===== config.mk =====
export PLATFORM = sky130hd
export DESIGN_NAME = led_pattern_gen
export DESIGN_NICKNAME = d
export VERILOG_FILES = /design/src/rtl/led_pattern_gen.sv
export SDC_FILE = /design/constraint.sdc
export NUM_CORES = 1
export LEC_CHECK = 0
export BUFFER_PORTS_ARGS = -buffer_cell sky130_fd_sc_hd__buf_2
export CORE_ASPECT_RATIO = 0.6
export CORE_MARGIN = 5
export CORE_UTILIZATION = 40
export CTS_CLUSTER_SIZE = 10
export DETAILED_ROUTE_END_ITERATION = 10
export SYNTH_ARGS = -nofsm -noshare
export SYNTH_HDL_FRONTEND = slang
export SYNTH_SLANG_ARGS = --single-unit

===== constraint.sdc =====
create_clock -name clk -period 5 [get_ports clk]
set_clock_uncertainty 0.05 [all_clocks]
set_input_delay 0.5 -clock clk [delete_from_list [all_inputs] [get_ports clk]]
set_output_delay 0.5 -clock clk [all_outputs]
set_load 0.02 [all_outputs]

===== src/rtl/led_pattern_gen.sv =====
// Multi-channel LED pattern generator: OFF/ON/BLINK/PWM/BREATHE/BURST per channel,
// sharing one tick prescaler and one free-running PWM counter.
module led_pattern_gen #(
  parameter int unsigned CLK_HZ     = 25_000_000,
  parameter int unsigned TICK_HZ    = 1000,
  parameter int unsigned N_CH       = 4,
  parameter int unsigned PWM_BITS   = 8,
  parameter int unsigned BURST_UNIT = 50,
  parameter int unsigned BURST_GAP  = 500
) (
  input  logic                clk,
  input  logic                rst,
  input  logic                wr_en,
  input  logic [3:0]          wr_ch,
  input  logic [2:0]          wr_mode,
  input  logic [PWM_BITS-1:0] wr_arg,
  output logic [N_CH-1:0]     led,
  output logic                tick
);

  localparam int unsigned DIV     = CLK_HZ / TICK_HZ;
  localparam int unsigned PS_W    = (DIV > 1) ? $clog2(DIV) : 1;
  localparam int unsigned PH_MAX0 = (256 > 2**PWM_BITS) ? 256 : 2**PWM_BITS;
  localparam int unsigned PH_MAX1 = (PH_MAX0 > BURST_UNIT) ? PH_MAX0 : BURST_UNIT;
  localparam int unsigned PH_MAX  = (PH_MAX1 > BURST_GAP) ? PH_MAX1 : BURST_GAP;
  localparam int unsigned PH_W    = $clog2(PH_MAX + 1);

  localparam logic [2:0] M_ON      = 3'd1;
  localparam logic [2:0] M_BLINK   = 3'd2;
  localparam logic [2:0] M_PWM     = 3'd3;
  localparam logic [2:0] M_BREATHE = 3'd4;
  localparam logic [2:0] M_BURST   = 3'd5;

  localparam logic [PWM_BITS-1:0] DUTY_MAX = '1;

  typedef enum logic [1:0] {PULSE_HI, PULSE_LO, GAP} bst_t;

  logic [PS_W-1:0]     presc;
  logic [PWM_BITS-1:0] pwm_cnt;
  logic                tick_c;

  assign tick_c = (presc == PS_W'(DIV - 1));

  // Shared tick prescaler and PWM counter.
  always_ff @(posedge clk) begin
    if (rst) begin
      presc   <= '0;
      tick    <= 1'b0;
      pwm_cnt <= '0;
    end else begin
      presc   <= tick_c ? '0 : presc + 1'b1;
      tick    <= tick_c;
      pwm_cnt <= pwm_cnt + 1'b1;
    end
  end

  for (genvar i = 0; i < N_CH; i++) begin : g_ch
    logic [2:0]          mode;
    logic [PWM_BITS-1:0] arg;
    logic [PWM_BITS-1:0] duty;
    logic [PH_W-1:0]     phase;
    logic [3:0]          pulse;
    logic [3:0]          n_c;
    logic                dir_dn;
    logic                blink_lvl;
    logic                armed;
    logic                led_q;
    logic                led_c;
    logic                sel;
    logic                step_c;
    logic                unit_end_c;
    bst_t                bst;

    assign sel        = wr_en && (wr_ch == 4'(i));
    assign step_c     = (phase == PH_W'(arg));
    assign unit_end_c = (phase == PH_W'(BURST_UNIT - 1));
    assign n_c        = (arg[3:0] == 4'd0) ? 4'd1 : arg[3:0];

    always_comb begin
      led_c = 1'b0;
      case (mode)
        M_ON:      led_c = 1'b1;
        M_BLINK:   led_c = blink_lvl;
        M_PWM:     led_c = (pwm_cnt < arg);
        M_BREATHE: led_c = (pwm_cnt < duty);
        M_BURST:   led_c = (bst == PULSE_HI) && !armed;
        default:   led_c = 1'b0;
      endcase
    end

    // Channel state: reset beats write, write beats tick.
    always_ff @(posedge clk) begin
      if (rst) begin
        mode      <= '0;
        arg       <= '0;
        duty      <= '0;
        phase     <= '0;
        pulse     <= '0;
        dir_dn    <= 1'b0;
        blink_lvl <= 1'b0;
        armed     <= 1'b1;
        bst       <= GAP;
        led_q     <= 1'b0;
      end else begin
        led_q <= led_c;
        if (sel) begin
          mode      <= wr_mode;
          arg       <= wr_arg;
          duty      <= '0;
          phase     <= '0;
          pulse     <= '0;
          dir_dn    <= 1'b0;
          blink_lvl <= 1'b0;
          armed     <= 1'b1;
          bst       <= GAP;
        end else if (tick_c) begin
          case (mode)
            M_BLINK: begin
              if (step_c) begin
                phase     <= '0;
                blink_lvl <= ~blink_lvl;
              end else begin
                phase <= phase + 1'b1;
              end
            end
            M_BREATHE: begin
              if (step_c) begin
                phase <= '0;
                if (!dir_dn) begin
                  if (duty == DUTY_MAX) dir_dn <= 1'b1;
                  else                  duty   <= duty + 1'b1;
                end else begin
                  if (duty == '0) dir_dn <= 1'b0;
                  else            duty   <= duty - 1'b1;
                end
              end else begin
                phase <= phase + 1'b1;
              end
            end
            M_BURST: begin
              case (bst)
                PULSE_HI: begin
                  if (unit_end_c) begin
                    bst   <= PULSE_LO;
                    phase <= '0;
                  end else begin
                    phase <= phase + 1'b1;
                  end
                end
                PULSE_LO: begin
                  if (unit_end_c) begin
                    phase <= '0;
                    if (({1'b0, pulse} + 5'd1) >= {1'b0, n_c}) begin
                      bst   <= GAP;
                      pulse <= '0;
                    end else begin
                      bst   <= PULSE_HI;
                      pulse <= pulse + 1'b1;
                    end
                  end else begin
                    phase <= phase + 1'b1;
                  end
                end
                default: begin
                  // armed: first tick after a write starts the first pulse
                  if (armed || (phase == PH_W'(BURST_GAP - 1))) begin
                    bst   <= PULSE_HI;
                    phase <= '0;
                    pulse <= '0;
                    armed <= 1'b0;
                  end else begin
                    phase <= phase + 1'b1;
                  end
                end
              endcase
            end
            default: ;
          endcase
        end
      end
    end

    assign led[i] = led_q;
  end

endmodule


==> results of run 1 <==
-- power by group through the flow --
| stage | Clock (mW) | Combinational [mW] | Sequential (mW) |
|---|---|---|---|
| floorplan | 0 | 0.0954 | 1.45 |
| global placement | 0 | 0.130 | 1.46 |
| detailed placement | 0 | 0.134 | 1.46 |
| CTS | 1.54 | 0.135 | 1.43 |
| global route | 1.61 | 0.152 | 1.43 |
| finish | 1.51 | 0.135 | 1.43 |
-- state kept, by name, summed over array words and instances, names as in the netlist --
name            flops
presc              15
g_ch.bst            8
g_ch.phase         36
g_ch.pulse         16
g_ch.duty          32
g_ch.led_q          4
pwm_cnt             8
g_ch.mode          12
tick                1
g_ch.armed          4
g_ch.blink_lvl      4
g_ch.arg           32
g_ch.dir_dn         4
-- worst max-delay path, cell delays in order (launching register included) --
cell      delay, ns
dfxtp_1        0.37
ha_1           0.25
and4_1         0.29
nand4_4        0.39
a211oi_1       0.72
nand4_1        0.19
xor2_1         0.19
nor2_1         0.05
-- how the worst max path moves through the flow --
stage	startpoint	to	slack, ns	cells after the start
final	presc[0]	g_ch[0].phase[7]	2.38	7
after global routing	presc[0]	g_ch[0].phase[7]	2.19	7
after CTS	presc[0]	g_ch[0].phase[7]	2.38	7
after detailed placement	wr_ch[3]	g_ch[3].bst[0]	2.07	6
after global placement	wr_ch[3]	g_ch[3].bst[0]	2.18	6
after floorplan	g_ch[1].arg[3]	g_ch[1].pulse[0]	2.88	8
-- layout make-up --
cell class	count	area [um^2]
clock buffer	20	456.7
clock inverter	12	207.7
fill	2701	15270
inverter	99	371.6
multi-input combinational	1026	7147
sequential	176	3523
tap	367	459.2
timing repair buffer	27	147.6
-- cells by family (layout without fill, tap and decap cells) --
group,after synthesis,count (layout),synth area share [%]
AOI/OAI and AO/OA,225,225,12.83
buffers and inverters,135,158,4.866
muxes,57,57,5.100
DFF,176,176,31.43
adders and majority gates,114,114,12.99
and+or+nand+nor,520,520,24.19
xor gates and xnor gates,110,110,8.594
-- through the flow --
stage	util, %	hold WS, ns	worst slack (ns)	power [mW]
2_1_floorplan	-	0.3760	2.885	1.547
6_report	44.64	0.3330	2.375	3.075
3_5_place_dp	42.24	0.4012	2.069	1.595
4_1_cts	44.64	0.3036	2.379	3.108
5_1_grt	44.64	0.3250	2.195	3.191
3_3_place_gp	42.24	0.3920	2.184	1.592
-- cells in the final DEF (no fill, tap or decap), types with 24 or more instances in the layout --
cell type	count
nor3_1	24
nor2_1	184
mux2i_1	56
xor2_1	70
o21ai_0	47
nand4_1	33
a21oi_1	69
ha_1	110
dfxtp_1	176
nand3_1	47
xnor2_1	40
inv_1	99
nand2_1	78
-- routing by layer --
metal / GRT usage, % / part of all wire, %
met3: 2.799 / 4.1
met1: 28.70 / 56
met5: 0 / 0
met2: 24.12 / 39
met4: 4.144 / 1.2
==> summary.txt, run 1 <==
Status
  • Status: complete, no violations

Power
  • Clock network power share: 49.2%
  • Sw Share: 22.64%
  • Flop pwr share: between 40% and 50%
  • Pint: approximately 2.4 mW
  • Peak VDD IR: 0.2021 mV
  • PD cells: 249.8 nW/um^2
  • Leakage: 4.961 nW
  • Net switching power: between 0.6 and 0.7 mW
  • Combinational group share of total power: 4.4%

Detailed routing
  • DRT iter0 DRCs: 832
  • DRC: 0
  • WL per Instance: 15.85 um
  • Vias per inst: between 5 and 6
  • Antenna Nets Post-Route: 0
  • Total wire length after detailed routing: 27,370 um
  • Drt first pass iters: 5
  • Via count: 9,336

Synth
  • Most instantiated library cell after synthesis: nor2_1
  • FFs w/ async S/R, synth: 0%
  • Synthesized area: approximately 11,000 um^2
  • Synth area leaders: dfxtp_1 31%, ha_1 12%, nor2_1 6.2%, xor2_1 5.5%, mux2i_1 5.0%
  • Syn. warnings: 0
  • Yosys cell types: 84
  • Synth Register Bits: 176
  • Mean Syn Cell Area: 8.385 um^2
  • Main synth FF type: dfxtp_1
  • Post-synth EDFFs: 0
  • Sequential-to-total area share from yosys stat: between 30% and 40%
  • Syn_nets: between 1k and 1.5k
  • Top post-synthesis cells by count: 184 x nor2_1, 176 x dfxtp_1, 110 x ha_1
  • Top cell type's share of synthesized area: approximately a third
  • Cells after synthesis: 1,337
  • Area leader, netlist: dfxtp_1

Floorplan
  • Placement Rows: 47
  • CORE AREA: 27,580 um^2
  • Initial Utilization: 40.65%
  • Die X: approximately 230 um
  • Boundary Pins: 23
  • Full die area: 31,580 um^2
  • Die Y: 139.7 um

Critical path
  • Worst Setup Path Type: flop to flop
  • R2r endpoint: g_ch[0].phase[7]
  • Crit path capture type: flop
  • R2r setup slk: 2.38 ns
  • FF-to-FF Start: presc[0]
  • Register-to-Register Path Depth: 7
  • Crit path DAT: roughly 2.9 ns
  • Worst path required time: 5.28 ns
  • Maximum fanout along the worst path: 19
  • CP startpoint kind: flop

Clock network
  • # Post-CTS Setup Buffers: 0
  • Clock slew seen by the registers of the worst setup and hold paths: 0.07 ns
  • CTS tree: built
  • Clock root buffer master: clkbuf_16
  • TritonCTS Buffers: 17
  • Clock Tree Buf Depth: 2
  • Clock sinks: 176
  • Post-CTS sizing: 0
  • H-Tree Depth: 4
  • Clk Latency, worst-skew pair: 0.45 ns
  • Hold buffers post-CTS: 0

Final layout
  • Final instance area: 12,310 um^2
  • Nets@finish: 1,479
  • Area grow syn2layout: 9.833%
  • Antenna Cells: 0
  • Non-filler cells, final: 1,727
  • Layout cells sized above 1: 6.985%

Hold path
  • Hold Crit Depth: 3
  • HP Class: input port to flop
  • Min-Delay Endpoint: g_ch[2].arg[4]
  • Min-delay src: wr_arg[4]

Global route
  • Gr usage total: 17.73%
  • Total congestion overflow: 0
  • Largest net degree at the start of global routing: 48
  • First-pass GRT wire length: around 46,000 um
  • Vias in the first global route: just under 9k
  • Initial antenna violation count: 0

STA
  • Slew @ Worst Pin: 0.7270 ns
  • Max_slew headroom: 51.40%
  • Fmax: 381.0 MHz
  • Final setup viols: 0
  • Final period utilization: a little over half
  • TNS Setup: 0 ns
  • RSZ-0062 raised after global routing: no
  • Tmin final: 2.625 ns
  • Slew Viols, Final: 0
  • Final Hold Viols: 0

Job
  • Maxcap violations: 0

Placed design
  • Instance area at placement: 11,650 um^2
  • Placer's final routability congestion estimate: around 0.84
  • Detailed Place HPWL: 20,320 um
  • Placed Cells incl. Taps: 1,695
  • IO Port Bufs: 22
Power figures use the tool's default switching activity.
==> inputs of run 2 (changes only) <==
==> constraint.sdc (replaced) <==
create_clock -name clk -period 2.5 [get_ports clk]
set_clock_uncertainty 0.05 [all_clocks]
set_input_delay 0.25 -clock clk [delete_from_list [all_inputs] [get_ports clk]]
set_output_delay 0.25 -clock clk [all_outputs]
set_load 0.02 [all_outputs]
==> summary.txt, run 2 (synthesis gave the netlist of run 1 again) <==
Power
  • Leakage: 5.139 nW
  • Combinational group share of total power: 5.3%
  • PD cells: 461.1 nW/um^2
  • Pint: about 4.5 mW
  • Sw Share: around 23%
  • Peak VDD IR: 0.4276 mV
  • Net switching power: about 1.3 mW
  • Flop pwr share: 49.2%
  • Clock network power share: 45.5%

Global route
  • Gr usage total: 18.07%
  • Vias in the first global route: 8,614
  • First-pass GRT wire length: 46,370 um
  • Initial antenna violation count: 0
  • Total congestion overflow: 0
  • Largest net degree at the start of global routing: 23

Critical path
  • Maximum fanout along the worst path: 7
  • R2r setup slk: 0.18 ns
  • Crit-path slowest cell: or2_2
  • Register-to-Register Path Depth: 7
  • Worst path bufs/invs: 0
  • Top cell family by delay on the critical path: simple AND/OR/NAND/NOR gates
  • Worst path required time: 2.83 ns
  • FF-to-FF Start: presc[0]
  • Worst-path cell chain: ha_1 > and4_1 > and4_4 > nand4_1 > or2_2 > or3_1 > a21oi_1
  • R2r endpoint: g_ch[0].duty[7]
  • Worst Setup Path Type: flop to flop
  • Crit path DAT: 2.64 ns
  • CP startpoint kind: flop
  • Crit path capture type: flop
  • Max incr delay on CP: 0.39 ns

Hold path
  • Min-Delay Endpoint: g_ch[1].arg[4]
  • Min-delay src: wr_arg[4]
  • Hold Crit Depth: 3
  • HP Class: input port to flop

Clock network
  • Clock slew seen by the registers of the worst setup and hold paths: around 0.07 ns
  • Clock Tree Buf Depth: 2
  • TritonCTS Buffers: 17
  • Clock root buffer master: clkbuf_16
  • H-Tree Depth: 4
  • Clk Latency, worst-skew pair: 0.45 ns
  • Clock sinks: 176
  • CTS tree: built

STA
  • Final period utilization: between 90% and 100%
  • Tmin final: around 2.3 ns
  • Slew @ Worst Pin: 0.7234 ns
  • RSZ-0062 raised after global routing: no
  • Max_slew headroom: 51.78%
  • Fmax: between 400 and 500 MHz
  • Final setup viols: 0
  • Slew Viols, Final: 0
  • Final Hold Viols: 0
  • TNS Setup: 0 ns

Detailed routing
  • DRT iter0 DRCs: 703
  • Total wire length after detailed routing: 28,400 um
  • DRC: 0
  • Vias per inst: 5.312
  • Via count: 9,381
  • Antenna Nets Post-Route: 0
  • Drt first pass iters: 8
  • WL per Instance: roughly 16 um

Floorplan
  • CORE AREA: 27,580 um^2
  • Placement Rows: 47
  • Boundary Pins: 23
  • Full die area: 31,580 um^2
  • Die X: ~230 um
  • Initial Utilization: 40.65%
  • Die Y: 139.7 um

Final layout
  • Non-filler cells, final: 1,766
  • Max reg flops: 36
  • Biggest regs: g_ch.phase x36, g_ch.arg x32, g_ch.duty x32
  • Fillers: 2,682
  • Nets@finish: between 1.5k and 2k
  • Most common cell after layout, fill and taps aside: nor2_1
  • Most frequent cells in the layout: 183 x nor2_1, 176 x dfxtp_1, 110 x ha_1
  • Layout cells sized above 1: 9.864%
  • Largest Register: g_ch.phase
  • Antenna Cells: 0
  • Area grow syn2layout: 12.09%

Job
  • Maxcap violations: 0

Placed design
  • Placed Cells incl. Taps: 1,732
  • Placer's final routability congestion estimate: between 0.8 and 0.9
  • Detailed Place HPWL: 21,410 um
  • IO Port Bufs: 22

Status
  • Status: complete, no violations
-- run 2: changes by cell type in the layout (fill, tap and decap cells not counted), moves of 2 or more --
cell,change
a211oi_1,-3
buf_4,+39
clkinv_2,+3
clkbuf_1,+5
bufinv_16,-3
a211oi_2,+3
clkinvlp_4,-2
clkinv_4,-4
-- run 2: worst min-delay path, delay by kind of cell --
family / cells / cell delay, ns
and+or+nand+nor: 1 / 0.08
buffers and inverters: 1 / 0.16
muxes: 1 / 0.09
-- run 2: through the flow --
| step | cell area, um^2 | setup WS [ns] | power (mW) | utilization [%] | hold slack (ns) |
|---|---|---|---|---|---|
| final | 12570 | 0.1839 | 5.794 | 45.56 | 0.1102 |
| after global routing | 12570 | 0.01896 | 6.009 | 45.56 | 0.1022 |
| after CTS | 12480 | 0.05601 | 5.841 | 45.27 | 0.08928 |
| after detailed placement | 11930 | 0.09150 | 3.219 | 43.24 | 0.4023 |
| after global placement | 11930 | 0.1690 | 3.215 | 43.24 | 0.3929 |
| after floorplan | 11210 | 0.3848 | 3.093 | - | 0.3439 |
-- run 2: how the worst max path moves through the flow --
stage	slack, ns	startpoint	end	cells past startpoint
finish	0.18	presc[0]	g_ch[0].duty[7]	7
floorplan	0.38	g_ch[1].arg[3]	g_ch[1].pulse[0]	8
CTS	0.06	g_ch[0].arg[3]	g_ch[0].pulse[2]	9
global route	0.02	g_ch[0].phase[4]	g_ch[0].phase[1]	6
detailed placement	0.09	g_ch[0].arg[3]	g_ch[0].pulse[2]	9
global placement	0.17	presc[0]	g_ch[0].duty[7]	7
-- run 2: power groups by stage --
| stage | clock (mW) | sequential, mW | combinational [mW] |
|---|---|---|---|
| 2_1_floorplan | 0 | 2.90 | 0.191 |
| 3_3_place_gp | 0 | 2.91 | 0.303 |
| 3_5_place_dp | 0 | 2.91 | 0.306 |
| 4_1_cts | 2.68 | 2.85 | 0.309 |
| 5_1_grt | 2.81 | 2.85 | 0.347 |
| 6_report | 2.63 | 2.85 | 0.309 |
-- run 2: routing by layer --
metal,track usage [%],wire (um)
met3,4.168,1348
met2,24.32,11060
met4,3.828,316
met1,28.81,15670
met5,0,0
-- run 2: layout make-up --
type                    instances  area (um^2)  share of cell area, %
clock buffers                  25        475.5                  3.784
clock inverters                 6        82.58                 0.6572
inverters                      99        371.6                  2.957
multi-input cells            1026         7193                  57.24
flip-flops and latches        176         3523                  28.04
well taps                     367        459.2                  3.654
repair buffers                 67        460.4                  3.664
-- run 2: what timing repair did --
item                       in CTS  in global routing
hold buffers                    0                  0
setup endpoints to repair       0                 27
hold endpoints to repair        0                  0
buffers inserted                0                  3
gates resized for setup         0                 10
==> inputs of run 3 (changes only) <==
--- a/config.mk
+++ b/config.mk
@@ -7,10 +7,10 @@
 export LEC_CHECK = 0
 export BUFFER_PORTS_ARGS = -buffer_cell sky130_fd_sc_hd__buf_2
 export CORE_ASPECT_RATIO = 0.6
-export CORE_MARGIN = 5
 export CORE_UTILIZATION = 40
 export CTS_CLUSTER_SIZE = 10
 export DETAILED_ROUTE_END_ITERATION = 10
+export REMOVE_ABC_BUFFERS = 1
 export SYNTH_ARGS = -nofsm -noshare
 export SYNTH_HDL_FRONTEND = slang
 export SYNTH_SLANG_ARGS = --single-unit
==> summary.txt, run 3 (synthesis gave the netlist of run 1 again) <==
Detailed routing
  • Via count: 9,441
  • WL per Instance: 16.01 um
  • Vias per inst: about 5.3
  • DRT iter0 DRCs: 669
  • Antenna Nets Post-Route: 0
  • Drt first pass iters: 5
  • Total wire length after detailed routing: 28,340 um
  • DRC: 0

Floorplan
  • Die Y: approximately 130 um
  • Boundary Pins: 23
  • Die X: 218.1 um
  • Initial Utilization: 40.65%
  • Full die area: 28,720 um^2
  • CORE AREA: 27,580 um^2
  • Placement Rows: 47

STA
  • Slew @ Worst Pin: 0.7535 ns
  • Post-route setup slack: around 0.18 ns
  • Final period utilization: 92.61%
  • Max_slew headroom: 49.66%
  • Final Hold Viols: 0
  • Fmax: 431.9 MHz
  • Tmin final: 2.315 ns
  • Slew Viols, Final: 0
  • Final setup viols: 0

Final layout
  • Most frequent cells in the layout: 183 x nor2_1, 176 x dfxtp_1, 110 x ha_1
  • Max reg flops: 36
  • Most common cell after layout, fill and taps aside: nor2_1
  • Antenna Cells: 0
  • Nets@finish: 1,522
  • Area grow syn2layout: 12.66%
  • Largest Register: g_ch.phase
  • Non-filler cells, final: ~1.8k
  • Layout cells sized above 1: 10.19%
  • Biggest regs: g_ch.phase x36, g_ch.arg x32, g_ch.duty x32
  • Fillers: 2,658

Global route
  • Vias in the first global route: 8,460
  • Total congestion overflow: 0
  • First-pass GRT wire length: 45,620 um
  • Initial antenna violation count: 0
  • Largest net degree at the start of global routing: 28
  • Gr usage total: 20.02%

Placed design
  • Placer's final routability congestion estimate: ~0.85
  • Detailed Place HPWL: 21,310 um
  • Pre-CTS WS: 0.1153 ns
  • IO Port Bufs: 22
  • Placed Cells incl. Taps: 1,736

Critical path
  • CP Depth: 8
  • Register-to-Register Path Depth: 8
  • Top cell family by delay on the critical path: simple AND/OR/NAND/NOR gates
  • CP startpoint kind: flop
  • Max incr delay on CP: between 0.4 and 0.5 ns
  • Crit path DAT: 2.65 ns
  • Crit-path slowest cell: or4b_1
  • Worst path required time: 2.83 ns
  • Maximum fanout along the worst path: 7
  • Crit path capture type: flop
  • Worst path bufs/invs: 1
  • Worst-path cell chain: inv_1 > ha_1 > or4b_1 > o41ai_2 > o31a_2 > nand3b_2 > or3_1 > a21oi_1
  • Worst Setup Path Type: flop to flop

Clock network
  • Clk Latency, worst-skew pair: 0.45 ns
  • Clock root buffer master: clkbuf_16
  • Clock slew seen by the registers of the worst setup and hold paths: 0.07 ns
  • H-Tree Depth: 4
  • Clock Tree Buf Depth: 2
  • CTS tree: built
  • Clock sinks: 176
  • TritonCTS Buffers: 17

Job
  • Maxcap violations: 0

Power
  • Peak VDD IR: 0.4766 mV
  • Pwr Total: 6.078 mW
  • Leakage: 5.174 nW
  • PD cells: 481.2 nW/um^2

Status
  • Status: complete, no violations

Hold path
  • Hold Crit Depth: 3
  • HP Class: input port to flop
==> run 3: cell count changes in the layout (fill, tap and decap cells not counted), sizes merged <==
cell	previous run	this run
buf	67	70
bufinv	2	4
clkinv	3	5
clkbuf	25	19
clkinvlp	1	4
==> run 3: through the flow <==
stage,instance area (um^2),hold slack [ns],util (%),setup TNS [ns]
6_report,12630,0.07939,45.79,0
5_1_grt,12630,0.07926,45.79,-0.002330
4_1_cts,12600,0.06023,45.67,0
3_5_place_dp,11960,0.4095,43.35,0
3_3_place_gp,11960,0.3912,43.35,0
2_1_floorplan,11040,0.2667,-,-5.200
==> run 3: final cells by class <==
type                    instances  area (um^2)  area share, %
clock inverters                13        186.4          1.476
repair buffers                 70        470.5          3.725
well taps                     367        459.2          3.636
clock buffers                  19        452.9          3.586
inverters                      99        371.6          2.942
multi-input cells            1026         7166          56.74
flip-flops and latches        176         3523          27.90
==> run 3: report_power, final <==
group	internal (mW)	total, mW	switching (mW)
logic	0.122	0.312	0.190
clock network	1.73	2.92	1.19
registers	2.82	2.85	0.0276
==> run 3: final timing paths <==
path / startpoint / endpoint / slack, ns
max: g_ch[1].phase[1] / g_ch[1].pulse[0] / 0.18
min: wr_arg[6] / g_ch[3].arg[6] / 0.08
max reg2reg: g_ch[1].phase[1] / g_ch[1].pulse[0] / 0.18
min reg2reg: g_ch[1].pulse[1] / g_ch[1].pulse[1] / 0.42
==> run 3: per-layer routing <==
layer | vias up | track usage, % | share of wire [%]
met3 | 12 | 3.819 | 4.4
met5 | - | 0 | 0
met1 | 4434 | 32.31 | 57
met4 | 0 | 4.351 | 0.70
met2 | 176 | 26.37 | 38
li1 | 4819 | - | -
==> run 3: worst min-delay path, stage by stage <==
cell and delay, ns:
buf_2 0.14, mux2i_1 0.08, nor2_1 0.07
==> run 3: timing repair <==
action                     4_1_cts  5_1_grt
hold buffers                     0        0
setup endpoints to repair        0        9
gates resized for setup          0        5
setup buffers                    0        2
